--- src/rtl/vga_pkg.sv ---
// Shared 800x600@60 timing defaults, cursor/colour defaults and RGB masks.
// Masks are {red, green, blue}; each bit expands to a full-scale channel.
package vga_pkg;

  localparam int H_SYNC_DEF   = 128;
  localparam int H_BACK_DEF   = 88;
  localparam int H_ACTIVE_DEF = 800;
  localparam int H_FRONT_DEF  = 40;
  localparam int V_SYNC_DEF   = 4;
  localparam int V_BACK_DEF   = 23;
  localparam int V_ACTIVE_DEF = 600;
  localparam int V_FRONT_DEF  = 1;

  localparam int CUR_SIZE_DEF = 8;
  localparam int COLOR_W_DEF  = 4;
  localparam int ACC_W_DEF    = 12;

  typedef logic [2:0] rgb_mask_t;

  localparam rgb_mask_t RGB_BLACK  = 3'b000;
  localparam rgb_mask_t RGB_RED    = 3'b100;
  localparam rgb_mask_t RGB_GREEN  = 3'b010;
  localparam rgb_mask_t RGB_BLUE   = 3'b001;
  localparam rgb_mask_t RGB_YELLOW = 3'b110;
  localparam rgb_mask_t RGB_WHITE  = 3'b111;

  function automatic int max_int(input int a, input int b);
    return (a > b) ? a : b;
  endfunction

endpackage

--- src/rtl/vga_timing.sv ---
// Horizontal/vertical raster counters with active-region and frame-start flags.
// Flags are combinational from the counter registers; the caller registers them.
module vga_timing
  import vga_pkg::*;
#(
  parameter int H_SYNC   = H_SYNC_DEF,
  parameter int H_BACK   = H_BACK_DEF,
  parameter int H_ACTIVE = H_ACTIVE_DEF,
  parameter int H_FRONT  = H_FRONT_DEF,
  parameter int V_SYNC   = V_SYNC_DEF,
  parameter int V_BACK   = V_BACK_DEF,
  parameter int V_ACTIVE = V_ACTIVE_DEF,
  parameter int V_FRONT  = V_FRONT_DEF,
  parameter int HCW      = $clog2(H_SYNC + H_BACK + H_ACTIVE + H_FRONT),
  parameter int VCW      = $clog2(V_SYNC + V_BACK + V_ACTIVE + V_FRONT)
) (
  input  logic           clk_i,
  input  logic           rst_i,
  output logic [HCW-1:0] h_cnt_o,
  output logic [VCW-1:0] v_cnt_o,
  output logic           active_o,
  output logic           frame_start_o
);

  localparam int H_TOTAL = H_SYNC + H_BACK + H_ACTIVE + H_FRONT;
  localparam int V_TOTAL = V_SYNC + V_BACK + V_ACTIVE + V_FRONT;
  localparam int H_START = H_SYNC + H_BACK;
  localparam int V_START = V_SYNC + V_BACK;

  logic [HCW-1:0] h_cnt_q, h_cnt_d;
  logic [VCW-1:0] v_cnt_q, v_cnt_d;

  always_comb begin
    h_cnt_d = h_cnt_q + HCW'(1);
    v_cnt_d = v_cnt_q;
    if (h_cnt_q == HCW'(H_TOTAL - 1)) begin
      h_cnt_d = '0;
      v_cnt_d = (v_cnt_q == VCW'(V_TOTAL - 1)) ? '0 : v_cnt_q + VCW'(1);
    end
  end

  always_ff @(posedge clk_i) begin
    if (rst_i) begin
      h_cnt_q <= '0;
      v_cnt_q <= '0;
    end else begin
      h_cnt_q <= h_cnt_d;
      v_cnt_q <= v_cnt_d;
    end
  end

  assign h_cnt_o       = h_cnt_q;
  assign v_cnt_o       = v_cnt_q;
  assign active_o      = (h_cnt_q >= HCW'(H_START)) && (h_cnt_q < HCW'(H_START + H_ACTIVE)) &&
                         (v_cnt_q >= VCW'(V_START)) && (v_cnt_q < VCW'(V_START + V_ACTIVE));
  assign frame_start_o = (h_cnt_q == '0) && (v_cnt_q == '0);

endmodule

--- src/rtl/vga_cursor_gen.sv ---
// VGA raster with a mouse-driven square cursor; motion accumulates during a frame
// and commits at frame start. Sync, colour and frame-start are registered (1 cycle).
module vga_cursor_gen
  import vga_pkg::*;
#(
  parameter int H_SYNC   = H_SYNC_DEF,
  parameter int H_BACK   = H_BACK_DEF,
  parameter int H_ACTIVE = H_ACTIVE_DEF,
  parameter int H_FRONT  = H_FRONT_DEF,
  parameter int V_SYNC   = V_SYNC_DEF,
  parameter int V_BACK   = V_BACK_DEF,
  parameter int V_ACTIVE = V_ACTIVE_DEF,
  parameter int V_FRONT  = V_FRONT_DEF,
  parameter int CUR_SIZE = CUR_SIZE_DEF,
  parameter int COLOR_W  = COLOR_W_DEF,
  parameter int ACC_W    = ACC_W_DEF
) (
  input  logic                          iClk,
  input  logic                          iRst,
  input  logic                          iMoveValid,
  input  logic [8:0]                    iDx,
  input  logic [8:0]                    iDy,
  input  logic [2:0]                    iButton,
  output logic                          oHs,
  output logic                          oVs,
  output logic [COLOR_W-1:0]            oRed,
  output logic [COLOR_W-1:0]            oGreen,
  output logic [COLOR_W-1:0]            oBlue,
  output logic [$clog2(H_ACTIVE)-1:0]   oCursorX,
  output logic [$clog2(V_ACTIVE)-1:0]   oCursorY,
  output logic                          oFrameStart
);

  localparam int XW      = $clog2(H_ACTIVE);
  localparam int YW      = $clog2(V_ACTIVE);
  localparam int HCW     = $clog2(H_SYNC + H_BACK + H_ACTIVE + H_FRONT);
  localparam int VCW     = $clog2(V_SYNC + V_BACK + V_ACTIVE + V_FRONT);
  localparam int H_START = H_SYNC + H_BACK;
  localparam int V_START = V_SYNC + V_BACK;
  // Wide enough that position + accumulator can never overflow before clamping.
  localparam int CW      = max_int(ACC_W, max_int(XW, YW) + 1) + 1;
  localparam logic signed [CW-1:0] X_MAX = CW'(H_ACTIVE - CUR_SIZE);
  localparam logic signed [CW-1:0] Y_MAX = CW'(V_ACTIVE - CUR_SIZE);

  logic [HCW-1:0] h_cnt;
  logic [VCW-1:0] v_cnt;
  logic           active, frame_start;

  vga_timing #(
    .H_SYNC(H_SYNC), .H_BACK(H_BACK), .H_ACTIVE(H_ACTIVE), .H_FRONT(H_FRONT),
    .V_SYNC(V_SYNC), .V_BACK(V_BACK), .V_ACTIVE(V_ACTIVE), .V_FRONT(V_FRONT),
    .HCW(HCW), .VCW(VCW)
  ) u_timing (
    .clk_i        (iClk),
    .rst_i        (iRst),
    .h_cnt_o      (h_cnt),
    .v_cnt_o      (v_cnt),
    .active_o     (active),
    .frame_start_o(frame_start)
  );

  function automatic logic signed [ACC_W-1:0] sat_add(input logic signed [ACC_W-1:0] a,
                                                       input logic signed [ACC_W:0]   b);
    logic signed [ACC_W:0] s;
    s = {a[ACC_W-1], a} + b;
    if (s[ACC_W] != s[ACC_W-1])
      return s[ACC_W] ? {1'b1, {(ACC_W-1){1'b0}}} : {1'b0, {(ACC_W-1){1'b1}}};
    return s[ACC_W-1:0];
  endfunction

  function automatic logic signed [CW-1:0] clamp_cw(input logic signed [CW-1:0] v,
                                                    input logic signed [CW-1:0] hi);
    if (v[CW-1]) return '0;
    if (v > hi) return hi;
    return v;
  endfunction

  logic signed [ACC_W-1:0] acc_x_q, acc_x_d, acc_y_q, acc_y_d, acc_x_base, acc_y_base;
  logic signed [ACC_W:0]   dx_ext, dy_neg;
  logic signed [CW-1:0]    sum_x, sum_y;
  logic [XW-1:0]           pos_x_q, pos_x_d;
  logic [YW-1:0]           pos_y_q, pos_y_d;

  assign dx_ext = {{(ACC_W-8){iDx[8]}}, iDx};
  assign dy_neg = -{{(ACC_W-8){iDy[8]}}, iDy};
  assign sum_x  = $signed({{(CW-XW){1'b0}}, pos_x_q}) + $signed({{(CW-ACC_W){acc_x_q[ACC_W-1]}}, acc_x_q});
  assign sum_y  = $signed({{(CW-YW){1'b0}}, pos_y_q}) + $signed({{(CW-ACC_W){acc_y_q[ACC_W-1]}}, acc_y_q});

  // Commit uses the pre-frame accumulator; a packet on the commit cycle seeds the next one.
  always_comb begin
    acc_x_base = frame_start ? '0 : acc_x_q;
    acc_y_base = frame_start ? '0 : acc_y_q;
    acc_x_d    = iMoveValid ? sat_add(acc_x_base, dx_ext) : acc_x_base;
    acc_y_d    = iMoveValid ? sat_add(acc_y_base, dy_neg) : acc_y_base;
    pos_x_d    = frame_start ? XW'(clamp_cw(sum_x, X_MAX)) : pos_x_q;
    pos_y_d    = frame_start ? YW'(clamp_cw(sum_y, Y_MAX)) : pos_y_q;
  end

  logic [HCW:0] h_rel;
  logic [VCW:0] v_rel;
  logic         hit;
  rgb_mask_t    mask;

  assign h_rel = {1'b0, h_cnt} - (HCW+1)'(H_START);
  assign v_rel = {1'b0, v_cnt} - (VCW+1)'(V_START);
  assign hit   = (h_rel >= (HCW+1)'(pos_x_q)) && (h_rel < (HCW+1)'(pos_x_q) + (HCW+1)'(CUR_SIZE)) &&
                 (v_rel >= (VCW+1)'(pos_y_q)) && (v_rel < (VCW+1)'(pos_y_q) + (VCW+1)'(CUR_SIZE));

  always_comb begin
    mask = RGB_BLACK;
    if (active) begin
      if (hit) begin
        if (iButton[2])      mask = RGB_GREEN;
        else if (iButton[1]) mask = RGB_BLUE;
        else if (iButton[0]) mask = RGB_YELLOW;
        else                 mask = RGB_WHITE;
      end else begin
        mask = RGB_RED;
      end
    end
  end

  logic               hs_q, hs_d, vs_q, vs_d, fs_q;
  logic [COLOR_W-1:0] red_q, red_d, grn_q, grn_d, blu_q, blu_d;

  always_comb begin
    hs_d  = (h_cnt >= HCW'(H_SYNC));
    vs_d  = (v_cnt >= VCW'(V_SYNC));
    red_d = {COLOR_W{mask[2]}};
    grn_d = {COLOR_W{mask[1]}};
    blu_d = {COLOR_W{mask[0]}};
  end

  always_ff @(posedge iClk) begin
    if (iRst) begin
      hs_q    <= 1'b0;
      vs_q    <= 1'b0;
      fs_q    <= 1'b0;
      red_q   <= '0;
      grn_q   <= '0;
      blu_q   <= '0;
      acc_x_q <= '0;
      acc_y_q <= '0;
      pos_x_q <= '0;
      pos_y_q <= '0;
    end else begin
      hs_q    <= hs_d;
      vs_q    <= vs_d;
      fs_q    <= frame_start;
      red_q   <= red_d;
      grn_q   <= grn_d;
      blu_q   <= blu_d;
      acc_x_q <= acc_x_d;
      acc_y_q <= acc_y_d;
      pos_x_q <= pos_x_d;
      pos_y_q <= pos_y_d;
    end
  end

  assign oHs         = hs_q;
  assign oVs         = vs_q;
  assign oFrameStart = fs_q;
  assign oRed        = red_q;
  assign oGreen      = grn_q;
  assign oBlue       = blu_q;
  assign oCursorX    = pos_x_q;
  assign oCursorY    = pos_y_q;

endmodule

--- config.mk ---
export PLATFORM = sky130hd
export DESIGN_NAME = vga_cursor_gen
export DESIGN_NICKNAME = d
export VERILOG_FILES = /design/src/rtl/vga_pkg.sv /design/src/rtl/vga_timing.sv /design/src/rtl/vga_cursor_gen.sv
export SDC_FILE = /design/constraint.sdc
export NUM_CORES = 1
export LEC_CHECK = 0
export ABC_AREA = 1
export ABC_CLOCK_PERIOD_IN_PS = 5200
export CAP_MARGIN = 20
export CORE_ASPECT_RATIO = 0.75
export CORE_MARGIN = 5
export CORE_UTILIZATION = 45
export DETAILED_ROUTE_END_ITERATION = 8
export GPL_TIMING_DRIVEN = 0
export MAX_ROUTING_LAYER = met4
export PLACE_DENSITY = 0.74
export SLEW_MARGIN = 10
export SYNTH_ARGS = -nofsm -noshare
export SYNTH_HDL_FRONTEND = slang
export SYNTH_SLANG_ARGS = --single-unit
export TNS_END_PERCENT = 20
--- constraint.sdc ---
create_clock -name iClk -period 5.2 [get_ports iClk]
set_clock_uncertainty 0.2 [all_clocks]
set_input_delay 0.78 -clock iClk [delete_from_list [all_inputs] [get_ports iClk]]
set_output_delay 0.78 -clock iClk [all_outputs]
set_load 0.005 [all_outputs]
==> results.json <==
{
  "arrival_ns": 3.46,
  "drtIter0Drc": 484,
  "globalRoute.totalOverflow": 0,
  "syn_avg_cell_area_um2": 6.58,
  "wl_um": 16900,
  "fin_nets": 1227,
  "cts_tree": "yes",
  "layout-drive-gt1-share_pct": 5.82,
  "place_area_mm2": 0.00768,
  "p_total_mw": 2.12,
  "route.vias.total": 6749,
  "initial_core_util_pct": 45.5,
  "final_antenna_net_count": 0,
  "synthTopCellsByArea": "dfxtp_1 21%, ha_1 16%, nand2_1 12%",
  "worst-path-max-fanout": 10,
  "met1_usage_pct": 27.9,
  "yosysWarnings": 0,
  "post-cts-setup-buffers": 0,
  "ys_ff_latch": 71,
  "cp.required_ns": 5.19,
  "hold_violations": 0,
  "cts_resized": 0,
  "maxSlewHeadroom_pct": 47.1,
  "detail_route.wl_per_cell_um": 12.8,
  "cts-buffers-inserted": 9,
  "clock_path_buffers": 2,
  "timing.fmax_ghz": 0.289,
  "grt_pass1_wl_um": 28700,
  "num_io_pins": 59,
  "fin_tns_setup_ns": 0,
  "drc": 0,
  "busiest_layer": "met2",
  "die_width_um": 153,
  "fin_crit_sh_pct": 66.6,
  "firstDrtPassIters": 7,
  "slew_viol_final": 0,
  "diodes": 0,
  "hold_class": "reg -> reg",
  "whs_ns": 0.257,
  "rsz0062_at_grt": "no",
  "syn_to_final_growth_pct": 16.8,
  "async_flop_share_pct": 0,
  "htreeDepth": 3,
  "grtUsageMet2_pct": 30.0,
  "clk_pin_slew_worst_paths_ns": 0.06,
  "rows": 39,
  "die_h_um": 117,
  "cp-end-kind": "flop",
  "grt_max_degree": 12,
  "die-area_mm2": 0.0178,
  "tightest_slew_ns": 0.783,
  "synth-edff-count": 0,
  "insertion_delay_ns": 0.33,
  "vias_per_cell": 5.11,
  "hold_buffers": 0,
  "synth_top_flop_cell": "dfxtp_1",
  "p_per_area_mw_per_mm2": 264,
  "synth_most_common_cell": "nand2_1",
  "cts.sinks": 71,
  "yosys-top-cells-count": "221 x nand2_1, 147 x inv_1, 107 x nor2_1",
  "synth_seq_area_share_pct": 20.7,
  "io_buffers": 57,
  "synth_area_mm2": 0.00686,
  "grt_antenna_before_repair": 0,
  "start_kind": "flop",
  "dp.final_hpwl_um": 13700,
  "p_leak_nw": 3.74,
  "cts_root_buf": "clkbuf_16",
  "core_mm2": 0.0151,
  "grt_pass1_vias": 6056,
  "setup_slack_ns": 1.74,
  "status": "finished, final reports clean",
  "peakVddDrop_uv": 187,
  "setup_viol": 0,
  "ys_types": 50,
  "track_usage_pct": 19.7,
  "synthDominantCellAreaShare_pct": 20.7,
  "period_needed_ns": 3.46,
  "drv_cap": 0,
  "grt_util_met3_pct": 3.45,
  "path_class": "reg -> reg",
  "dp_slack_ns": 1.71,
  "gp_congestion": 0.928,
  "syn_nets": 1159,
  "synthCells": 1043,
  "yosys.area.top_type": "dfxtp_1",
  "fin_area_mm2": 0.00801
}
==> power breakdown <==
part / internal, mW / leakage (nW) / total, mW / switching [mW]
logic: 0.316 / 3.00 / 0.784 / 0.467
clock network: 0.446 / 0.160 / 0.689 / 0.243
registers: 0.592 / 0.580 / 0.643 / 0.0518
==> worst paths after layout <==
path                  startpoint                  end  slack (ns)  cells after the start
max          u_timing.v_cnt_o[8]           acc_y_q[1]        1.74                     18
min          u_timing.h_cnt_o[0]  u_timing.h_cnt_o[0]        0.26                      1
max reg2reg  u_timing.v_cnt_o[8]           acc_y_q[1]        1.74                     18
min reg2reg  u_timing.h_cnt_o[0]  u_timing.h_cnt_o[0]        0.26                      1
==> placed cells by master, fill, tap and decap left out, drive strengths merged, types with 27 or more instances in the layout <==
cell / instances
nand3: 61
inv: 152
clkdlybuf4s50: 57
nor3: 27
xor2: 34
nor2: 118
o21ai: 50
a21oi: 103
dfxtp: 71
ha: 88
nand2: 226
==> registers in the layout (all words and copies together) (netlist names) <==
signal and count:
oHs 1, oCursorX 10, oGreen 1, oVs 1
oCursorY 10, u_timing.v_cnt_o 10, acc_x_q 12, oRed 1
u_timing.h_cnt_o 11, oBlue 1, acc_y_q 12, oFrameStart 1
==> cell families (layout without fill, tap and decap cells) <==
logic type,count (synthesis),in the layout,synth area share (%)
AOI/OAI and AO/OA,182,182,14.9
and+or+nand+nor,471,471,30.1
xor gates and xnor gates,47,47,6.11
DFF,71,71,20.7
adders and majority gates,92,92,17.2
buffers and inverters,180,253,11.0
==> worst max-delay path, cell delays in order (launching register included) <==
cell and delay [ns]:
dfxtp_1 0.36, nor2_1 0.23, nand2_1 0.13, nor3_1 0.20
nand3_1 0.16, nand2_1 0.14, ha_1 0.21, inv_1 0.07
fa_1 0.39, nand3_1 0.08, nand2_1 0.13, nand3_1 0.10
nand4_1 0.13, nor2_1 0.11, a21oi_1 0.06, or2_2 0.29
buf_4 0.17, nand3_1 0.08, a21oi_1 0.07
==> through the flow <==
| stage | instances | util [%] |
|---|---|---|
| after detailed placement | 1305 | 51.0 |
| after global routing | 1321 | 53.1 |
| final | 1321 | 53.1 |
| after global placement | 1305 | 51.0 |
| after floorplan | 1043 | - |
| after CTS | 1321 | 53.1 |
==> final cells by class <==
type	count	area, um^2
clock inverters	3	65.1
fillers	1461	7070
flip-flops and latches	71	1420
repair buffers	57	571
plain buffers	27	175
clock buffers	13	260
multi-input cells	792	4680
well taps	205	256
inverters	153	577
==> per-layer routing <==
metal	wire [um]	up-vias	part of all wire, %
met5	0	-	0
met4	178	0	1.1
met3	984	17	5.8
met2	6980	191	41
met1	8760	2964	52
li1	-	3577	-
Note: power is estimated with default switching activity, not from simulation.
